`src/rtl/trng_entropy_reader.sv`:
```
// Packs the TRNG bit stream into bytes, runs repetition-count and adaptive-proportion
// health tests, and buffers passing bytes in a small FIFO behind the peripheral register port.
module trng_entropy_reader #(
  parameter int FIFO_DEPTH = 4,
  parameter int RCT_CUTOFF = 32,
  parameter int APT_WINDOW = 512,
  parameter int APT_CUTOFF = 410
) (
  input  logic       clk,
  input  logic       rst_n,
  input  logic       bit_in,
  input  logic       bit_valid,
  input  logic [3:0] address,
  input  logic       data_write,
  input  logic [7:0] data_in,
  input  logic       data_read,
  output logic [7:0] data_out,
  output logic       irq
);

  localparam int AW = (FIFO_DEPTH > 1) ? $clog2(FIFO_DEPTH) : 1;
  localparam int CW = $clog2(FIFO_DEPTH + 1);
  localparam int RW = $clog2(RCT_CUTOFF + 1);
  localparam int PW = (APT_WINDOW > 1) ? $clog2(APT_WINDOW) : 1;
  localparam int MW = $clog2(APT_CUTOFF + 1);

  localparam logic [CW-1:0] DEPTH_C  = CW'(FIFO_DEPTH);
  localparam logic [RW-1:0] RCT_MAX  = RW'(RCT_CUTOFF);
  localparam logic [PW-1:0] POS_LAST = PW'(APT_WINDOW - 1);
  localparam logic [MW-1:0] APT_MAX  = MW'(APT_CUTOFF);

  typedef enum logic [3:0] {
    ADDR_CTRL   = 4'h0,
    ADDR_STATUS = 4'h1,
    ADDR_DATA   = 4'h2
  } reg_addr_e;

  logic          enable, irq_en;
  logic          overflow, rct_fail, apt_fail;
  logic [7:0]    shift_q;
  logic [2:0]    bit_cnt;
  logic          prev_bit;
  logic [RW-1:0] run_q;
  logic [PW-1:0] apt_pos;
  logic          apt_ref;
  logic [MW-1:0] match_q;
  logic [7:0]    mem [FIFO_DEPTH];
  logic [AW-1:0] rd_ptr, wr_ptr;
  logic [CW-1:0] count;

  logic          ctrl_wr, clear_cmd, bit_take, byte_done;
  logic [7:0]    shift_nxt;
  logic [RW-1:0] run_nxt;
  logic [MW-1:0] match_nxt;
  logic          rct_trip, apt_trip, fail_now;
  logic          not_empty, full, pop, push, ovf_set;
  logic [3:0]    count_ext;
  logic [2:0]    level;

  always_comb begin
    ctrl_wr   = data_write && (address == ADDR_CTRL);
    clear_cmd = ctrl_wr && data_in[7];
    bit_take  = bit_valid && enable;
    shift_nxt = {bit_in, shift_q[7:1]};
    byte_done = bit_take && (bit_cnt == 3'd7);

    // run_q == 0 means no previous bit since reset, clear or enable rise.
    if (run_q == '0 || bit_in != prev_bit) run_nxt = RW'(1);
    else if (run_q == RCT_MAX)             run_nxt = run_q;
    else                                   run_nxt = run_q + RW'(1);

    if (apt_pos == '0)                              match_nxt = MW'(1);
    else if (bit_in == apt_ref && match_q != APT_MAX) match_nxt = match_q + MW'(1);
    else                                            match_nxt = match_q;

    rct_trip = bit_take && (run_nxt == RCT_MAX);
    apt_trip = bit_take && (match_nxt == APT_MAX);
    // A fail raised by the completing bit already blocks that byte.
    fail_now = rct_fail || apt_fail || rct_trip || apt_trip;

    not_empty = (count != '0);
    full      = (count == DEPTH_C);
    pop       = data_read && (address == ADDR_DATA) && not_empty;
    push      = byte_done && !fail_now && (!full || pop);
    ovf_set   = byte_done && !fail_now && full && !pop;

    count_ext = 4'(count);
    level     = (count_ext > 4'd7) ? 3'd7 : count_ext[2:0];
  end

  // NOTE: sequential state uses non-blocking assignments so every register samples pre-edge values.
  always_ff @(posedge clk) begin
    if (!rst_n) begin
      enable <= 1'b0;
      irq_en <= 1'b0;
    end else if (ctrl_wr) begin
      enable <= data_in[0];
      irq_en <= data_in[1];
    end
  end

  always_ff @(posedge clk) begin
    if (!rst_n || clear_cmd) begin
      overflow <= 1'b0;
      rct_fail <= 1'b0;
      apt_fail <= 1'b0;
      shift_q  <= '0;
      bit_cnt  <= '0;
      prev_bit <= 1'b0;
      run_q    <= '0;
      apt_pos  <= '0;
      apt_ref  <= 1'b0;
      match_q  <= '0;
      rd_ptr   <= '0;
      wr_ptr   <= '0;
      count    <= '0;
    end else begin
      if (!enable) begin
        bit_cnt <= '0;
        run_q   <= '0;
        apt_pos <= '0;
      end else if (bit_take) begin
        shift_q  <= shift_nxt;
        bit_cnt  <= bit_cnt + 3'd1;
        prev_bit <= bit_in;
        run_q    <= run_nxt;
        match_q  <= match_nxt;
        apt_pos  <= (apt_pos == POS_LAST) ? '0 : apt_pos + PW'(1);
        if (apt_pos == '0) apt_ref <= bit_in;
      end
      if (rct_trip) rct_fail <= 1'b1;
      if (apt_trip) apt_fail <= 1'b1;
      if (ovf_set)  overflow <= 1'b1;
      if (push)     wr_ptr   <= wr_ptr + AW'(1);
      if (pop)      rd_ptr   <= rd_ptr + AW'(1);
      case ({push, pop})
        2'b10:   count <= count + CW'(1);
        2'b01:   count <= count - CW'(1);
        default: ;
      endcase
    end
  end

  // NOTE: FIFO storage has no reset; entries are only visible through count, which is reset.
  always_ff @(posedge clk) begin
    if (push) mem[wr_ptr] <= shift_nxt;
  end

  always_comb begin
    data_out = 8'h00;
    case (address)
      ADDR_CTRL:   data_out = {6'b0, irq_en, enable};
      ADDR_STATUS: data_out = {level, apt_fail, rct_fail, overflow, full, not_empty};
      ADDR_DATA:   if (not_empty) data_out = mem[rd_ptr];
      default:     ;
    endcase
  end

  assign irq = irq_en && (not_empty || rct_fail || apt_fail);

endmodule

```
`config.mk`:
```
export PLATFORM = sky130hd
export DESIGN_NAME = trng_entropy_reader
export DESIGN_NICKNAME = d
export VERILOG_FILES = /design/src/rtl/trng_entropy_reader.sv
export SDC_FILE = /design/constraint.sdc
export NUM_CORES = 1
export LEC_CHECK = 0
export BUFFER_PORTS_ARGS = -buffer_cell sky130_fd_sc_hd__buf_2
export CAP_MARGIN = 25
export CORE_MARGIN = 2
export CORE_UTILIZATION = 60
export CTS_CLUSTER_SIZE = 16
export DETAILED_ROUTE_END_ITERATION = 8
export PLACE_DENSITY = 0.79
export SLEW_MARGIN = 20
export SYNTH_ARGS = -nofsm -noshare
export SYNTH_HDL_FRONTEND = slang
export SYNTH_SLANG_ARGS = --single-unit
```
`constraint.sdc`:
```
create_clock -name clk -period 3.1 [get_ports clk]
set_input_delay 0 -clock clk [delete_from_list [all_inputs] [get_ports clk]]
set_output_delay 0 -clock clk [all_outputs]
set_load 0.02 [all_outputs]
```
==> run_results.csv, run 1 <==
group,metric,value,unit
status,status,"completed",
synthesis,synth_ff_type,"dfxtp_1",
power,power_density,436.0,nW/um^2
synthesis,yosysWarnings,0,
hold_path,min-delay-start,"bit_valid",
power,p_total,1.934,mW
setup_path,rr_worst_depth,10,
synthesis,synth_edf_count,32,
setup_path,r2r_end,"count[1]",
global_routing,grt-ovfl-total,0,
die,io_pins,27,
timing,fin_crit_sh,0.9221,
synthesis,ys_seq_area_frac,0.4789,
power,peakVddDrop,0.2076,mV
routing,dr.max_layer_used,"met4",
setup_path,r2r_slack,0.24,ns
setup_path,crit_chain,"inv_1 > ha_1 > and4_4 > a2111o_1 > o32a_1 > a211oi_4 > a22o_4 > fa_1 > nand2_1 > o32ai_1",
routing,wirelength,8538,microns
setup_path,max_stage_delay,0.43,ns
timing,worstMarginPinSlew,0.7573,ns
synthesis,synth_cell_type_count,60,
routing,drt_pre_antenna_iters,5,
routing,wl_met3,377,microns
synthesis,synth_area_per_cell,10.37,sq um
setup_path,worst_path_max_delay_cell,"a2111o_1",
global_routing,grt_pass1_vias,2915,
power,leakage,1.543,nW
final_layout,nNetsFinal,443,
place,placed_area,4203,sq um
routing,num_vias,3032,
clock_tree,ctsResizeCount,0,
power,power_frac_comb,0.025,
routing,route.met2.wl,4153,microns
clock_tree,cts.path.max_buffers,2,
synthesis,synth-seq-cells,81,
job,cap_violations,0,
global_routing,track_usage,0.2474,
clock_tree,cts-root-buf,"clkbuf_8",
setup_path,critPathRequiredTime,3.32,ns
setup_path,reg2reg_from,"match_q[0]",
routing,viasPerCell,6.150,
clock_tree,postCtsSetupRepairBufs,0,
clock_tree,clk_pin_slew,0.09,ns
clock_tree,cts_tree,"built",
final_layout,seq_area,1942,sq um
clock_tree,clk_latency,0.35,ns
power,seqPwrFrac,0.568,
power,power.share.switching,0.2271,
place,port_buffers,21,
synthesis,async_reset_ff_frac,0,
die,start_util,0.6279,
die,core_area,6459,sq um
clock_tree,clock-sinks,81,
final_layout,fill_cells,490,
place,dp_hpwl,5724,microns
hold_path,hold_path_class,"input pin to register",
clock_tree,cts_buffers,9,
global_routing,grt_pass1_wl,14210,microns
routing,drc,0,
final_layout,multi_input_area,1973,sq um
synthesis,synth_area,4055,sq um
final_layout,layout-drive-gt1-share,0.1635,
routing,met1_length,3854,microns
synthesis,synth_cells,391,
hold_path,hold_path_end,"run_q[4]",
place,globalplace.congestion,0.8089,
timing,hold_violations,0,
power,netSwitchingPower,0.4392,mW
clock_tree,cts_max_level,3,
die,fp.dieH,86.21,microns
timing,fin_setup_tns,0,ns
power,p_int,1.495,mW
final_layout,final_cell_area,4436,sq um
die,dieArea,7432,sq um
power,clockPowerShare,0.407,
routing,ant_nets,0,
die,rows,29,
setup_path,crit_type,"register to register",
timing,relSlewSlack,0.4940,
synthesis,syn-num-nets,423,
routing,wl_per_cell,17.32,microns
setup_path,cp-end-kind,"register",
global_routing,antenna_found_initial,0,
die,dieWidth,86.21,microns
setup_path,worstPathMaxFanout,6,
timing,fin_skew,0.008838,ns
global_routing,grt_max_degree,21,
setup_path,start_kind,"register",
timing,fin_crit,2.858,ns
hold_path,min_path_cells,4,
timing,rsz0062_at_grt,"false",
timing,maxSlewViolCount,0,
routing,drt_iter0_drc,189,
final_layout,syn_to_final_growth,9.380,%
timing,fmax,0.3498,GHz
timing,setup-violations-final,0,
clock_tree,cts_hold_buf,3,
setup_path,cp.arrival,3.08,ns
final_layout,antenna_cells,0,
power groups by stage:
stage	clock network, mW	registers, mW	logic [mW]
floorplan	0	1.12	0.0242
global placement	0	1.12	0.0440
detailed placement	0	1.12	0.0447
CTS	0.793	1.10	0.0473
global route	0.839	1.10	0.0531
finish	0.787	1.10	0.0479
how the worst max path moves through the flow:
stage | endpoint | slack [ns] | start
2_1_floorplan | count[1] | 0.53 | match_q[0]
3_3_place_gp | mem[0][0] | 0.35 | apt_pos[0]
3_5_place_dp | mem[0][0] | 0.29 | apt_pos[0]
4_1_cts | mem[0][6] | 0.24 | apt_pos[0]
5_1_grt | mem[0][5] | 0.02 | apt_pos[0]
6_report | count[1] | 0.24 | match_q[0]
synth_stat cells (3+ instances only):
cell | instances | area, sq um
a22o_1 | 7 | 61.31
ha_1 | 13 | 162.7
a22oi_1 | 5 | 37.54
clkbuf_1 | 14 | 52.55
nor2b_1 | 4 | 25.02
nor3b_1 | 4 | 30.03
inv_1 | 13 | 48.80
nor2_1 | 35 | 131.4
dfxtp_1 | 49 | 980.9
buf_2 | 4 | 20.02
nor3_1 | 10 | 50.05
nand3_1 | 13 | 65.06
a211oi_1 | 3 | 22.52
nor4_1 | 3 | 18.77
and2_1 | 9 | 56.30
nand3b_1 | 4 | 30.03
mux2i_1 | 5 | 50.05
a31oi_1 | 3 | 18.77
nand2_1 | 43 | 161.4
xor2_1 | 7 | 61.31
a21oi_1 | 33 | 165.2
o21a_1 | 3 | 22.52
xnor2_1 | 7 | 61.31
nand2b_1 | 4 | 25.02
mux4_2 | 8 | 180.2
edfxtp_1 | 32 | 960.9
o21ai_0 | 9 | 45.04
nand4_1 | 6 | 37.54
a21o_1 | 3 | 22.52
flip-flops by register name, summed over array words and instances (netlist names), 2 cells and up, named ones only:
register / flops
wr_ptr: 2
shift_q: 7
mem: 32
bit_cnt: 3
rd_ptr: 2
apt_pos: 9
count: 3
match_q: 9
run_q: 6
stage by stage:
step | utilization | setup slack, ns | hold WS, ns | cells
2_1_floorplan | - | 0.5272 | 0.08306 | 391
6_report | 0.6867 | 0.2416 | 0.02510 | 493
3_3_place_gp | 0.6507 | 0.3530 | 0.2622 | 474
3_5_place_dp | 0.6507 | 0.2927 | 0.2721 | 474
5_1_grt | 0.6867 | 0.01650 | 0.01887 | 493
4_1_cts | 0.6867 | 0.2404 | 0.01209 | 493
cell type report:
class | instances | share of cell area
timing repair buffer | 29 | 0.03893
clock buffer | 9 | 0.02793
multi-input combinational | 277 | 0.4449
inverter | 13 | 0.01100
sequential | 81 | 0.4378
clock inverter | 7 | 0.01777
tap | 77 | 0.02172
worst max-delay path: cells and delay by family, from the launching register on:
kind / cells / cell delay (ns)
compound gates: 5 / 1.28
fa+ha+maj: 2 / 0.63
buf+inv: 1 / 0.11
flops: 1 / 0.42
simple gates: 2 / 0.28
layer usage:
| layer | track usage | vias up |
|---|---|---|
| li1 | - | 1457 |
| met1 | 0.3365 | 1461 |
| met2 | 0.4024 | 97 |
| met3 | 0.03619 | 17 |
| met4 | 0.09943 | 0 |
| met5 | 0 | - |
placed cells by master (no fill, tap or decap), drive strengths merged, types with 5 or more instances in the layout:
cell,instances
dfxtp,49
clkbuf,9
a21oi,35
nand2,43
inv,15
nor2,35
a22o,8
xor2,8
buf,26
and2,9
mux2i,5
ha,13
a22oi,5
nor3,12
nand4,6
xnor2,7
o21ai,10
edfxtp,32
nand3,13
mux4,8
cell families after synthesis:
logic type	synth area share
muxes	0.05955
adders and majority gates	0.04505
and+or+nand+nor	0.1962
DFF	0.4789
xor gates and xnor gates	0.03703
AOI/OAI and AO/OA	0.1478
buffers and inverters	0.03548
Note: power is estimated with default switching activity, not from simulation.
==> run 2: changes to the inputs <==
--- a/config.mk
+++ b/config.mk
@@ -5,6 +5,7 @@
 export SDC_FILE = /design/constraint.sdc
 export NUM_CORES = 1
 export LEC_CHECK = 0
+export ABC_AREA = 1
 export BUFFER_PORTS_ARGS = -buffer_cell sky130_fd_sc_hd__buf_2
 export CAP_MARGIN = 25
 export CORE_MARGIN = 2
==> run 2 against run 1 <==
Net effect:
- die area hardly changed
- utilization rose by 1.4 points
- flip-flop and latch count did not move
- non-clock buffer count rose by 1
- worst setup slack better by 0.099 ns
- largest cell class is now registers
- cell area rose by 2.0%
- sequential share of layout area decreased by 0.86 points
==> run_results.csv, run 2 <==
group,metric,value,unit
status,status,"completed",
final_layout,antenna_cells,0,
timing,relSlewSlack,0.4870,
job,cap_violations,0,
power,p_total,2.078,mW
synthesis,yosysWarnings,0,
timing,hold_violations,0,
synthesis,yosysTopAreaCellShare,0.2418,
place,port_buffers,21,
clock_tree,cts.path.max_buffers,2,
die,rows,29,
synthesis,yosys.area.top_type,"dfxtp_1",
global_routing,track_usage,0.2389,
final_layout,final_common_cell,"nand2_1",
setup_path,crit_chain,"inv_1 > ha_1 > inv_1 > nor2_1 > nand4_1 > inv_1 > nor2_1 > nand4_1 > nor2_1 > nand2_2 > nand2_4 > inv_2 > nand2_4 > nor2_1",
final_layout,layout-drive-gt1-share,0.1453,
global_routing,grt_pass1_wl,14110,microns
setup_path,critPathBufInv,4,
setup_path,r2r_end,"mem[0][1]",
timing,worst_slack,0.3404,ns
timing,fin_setup_tns,0,ns
clock_tree,clk_pin_slew,0.08,ns
final_layout,nNetsFinal,557,
synthesis,synth_cell_type_count,36,
synthesis,yosysMostFrequentCell,"nand2_1",
timing,maxSlewViolCount,0,
clock_tree,postCtsSetupRepairBufs,0,
synthesis,ys_seq_area_frac,0.4787,
setup_path,crit_type,"register to register",
setup_path,critPathRequiredTime,3.08,ns
timing,fmax,0.3624,GHz
setup_path,rr_worst_depth,14,
setup_path,cp.depth,14,
setup_path,path_delay_family,"simple AND/OR/NAND/NOR gates",
synthesis,synth_cells,496,
global_routing,grt_pass1_vias,3193,
setup_path,cp.arrival,2.74,ns
synthesis,syn-num-nets,528,
hold_path,min_path_cells,3,
clock_tree,ctsResizeCount,0,
global_routing,grt_max_degree,27,
setup_path,start_kind,"register",
clock_tree,cts-root-buf,"clkbuf_8",
clock_tree,cts_tree,"built",
final_layout,layout_common_cells,"97 x nand2_1, 71 x nor2_1, 51 x inv_1",
timing,fin_crit,2.760,ns
power,leakage,1.722,nW
setup_path,reg2reg_from,"apt_pos[0]",
routing,wirelength,8266,microns
timing,worstMarginPinSlew,0.7667,ns
place,globalplace.congestion,0.8837,
timing,rsz0062_at_grt,"false",
routing,viasPerCell,5.507,
place,dp_hpwl,5811,microns
final_layout,top_regs,"mem (32), apt_pos (9), match_q (9)",
clock_tree,cts_buffers,9,
setup_path,cp-end-kind,"register",
routing,drt_iter0_drc,248,
die,dieArea,7435,sq um
clock_tree,cts_max_level,3,
die,dieWidth,86.23,microns
synthesis,synth-seq-cells,81,
synthesis,synth_ff_type,"dfxtp_1",
final_layout,largest_register_ffs,32,
power,power_density,459.3,nW/um^2
clock_tree,clk_latency,0.34,ns
global_routing,antenna_found_initial,0,
setup_path,max_stage_delay,0.59,ns
final_layout,regMostFlops,"mem",
place,pre_cts_ws,0.3377,ns
routing,drc,0,
routing,drt_pre_antenna_iters,4,
clock_tree,clock-sinks,81,
setup_path,critPathMostFrequentCell,"nor2_1",
routing,wl_per_cell,13.62,microns
setup_path,r2r_slack,0.34,ns
synthesis,synth_commonest_cells,"97 x nand2_1, 71 x nor2_1, 51 x inv_1, 49 x dfxtp_1, 38 x a21oi_1",
synthesis,yosys-top-cells-area,"dfxtp_1 24%, edfxtp_1 24%, nand2_1 9.0%",
setup_path,worst_path_max_delay_cell,"nor2_1",
die,core_area,6459,sq um
setup_path,worstPathMaxFanout,8,
hold_path,hold_path_class,"input pin to register",
routing,ant_nets,0,
synthesis,synth_edf_count,32,
final_layout,syn_to_final_growth,11.54,%
setup_path,crit_path_start,"apt_pos[0]",
synthesis,async_reset_ff_frac,0,
final_layout,final_util,0.7005,
timing,fin_skew,0.005939,ns
clock_tree,cts_hold_buf,5,
routing,num_vias,3343,
power,peakVddDrop,0.2503,mV
timing,setup-violations-final,0,
die,fp.dieH,86.23,microns
die,io_pins,27,
timing,fin_crit_sh,0.8902,
global_routing,grt-ovfl-total,0,
synthesis,synth_area,4056,sq um
die,start_util,0.6281,
synthesis,synth_area_per_cell,8.178,sq um
setup_path,crit_end,"mem[0][1]",
-- run 2: worst min-delay path by stage --
stage               startpoint        end
floorplan               bit_in  mem[0][7]
CTS                 data_write     enable
global route        data_write     enable
global placement         rst_n     enable
detailed placement       rst_n     enable
finish              data_write     enable
-- run 2: per-layer routing --
layer,vias to the layer above,global-route usage,wire length [microns]
met4,0,0.09801,132
met3,12,0.03524,517
met2,97,0.4031,4009
met1,1530,0.3096,3606
met5,-,0,0
li1,1704,-,-
-- run 2: cells by family (layout without fill, tap and decap cells) --
kind of cell             after synthesis  in the layout  share of synthesized area
AND/OR/NAND/NOR                      240            240                     0.2733
AO/OA/AOI/OAI                         82             82                     0.1160
flip-flops                            81             81                     0.4787
buffers and inverters                 70            104                    0.06755
adder cells (fa/ha/maj)               14             14                    0.04504
XOR/XNOR                               9              9                    0.01943
-- run 2: stage by stage --
| step | hold WS [ns] | cell area, sq um | instances |
|---|---|---|---|
| after global routing | 0.04969 | 4524 | 607 |
| after floorplan | 0.09887 | 4056 | 496 |
| final | 0.009233 | 4524 | 607 |
| after CTS | 0.005871 | 4524 | 607 |
| after detailed placement | 0.2829 | 4232 | 586 |
| after global placement | 0.2738 | 4232 | 586 |
-- run 2: final cells by class --
class / count / area, sq um
Multi-Input combinational cell: 345 / 1841
Fill cell: 506 / 1934
Clock buffer: 10 / 127.6
Clock inverter: 6 / 115.1
Tap cell: 77 / 96.34
Timing Repair Buffer: 30 / 185.2
Sequential cell: 81 / 1942
Inverter: 58 / 217.7
-- run 2: power by group --
| part | leakage (nW) | total, mW | switching [mW] | internal, mW |
|---|---|---|---|---|
| registers | 0.694 | 1.10 | 0.00263 | 1.10 |
| clock network | 0.117 | 0.921 | 0.381 | 0.539 |
| logic | 0.911 | 0.0552 | 0.0343 | 0.0209 |
| total | 1.72 | 2.08 | 0.418 | 1.66 |
-- run 2: tightest hold or removal path, delay by kind of cell --
family	cells	cell delay [ns]
and+or+nand+nor	1	0.14
buffers and inverters	1	0.10
AOI/OAI and AO/OA	1	0.08
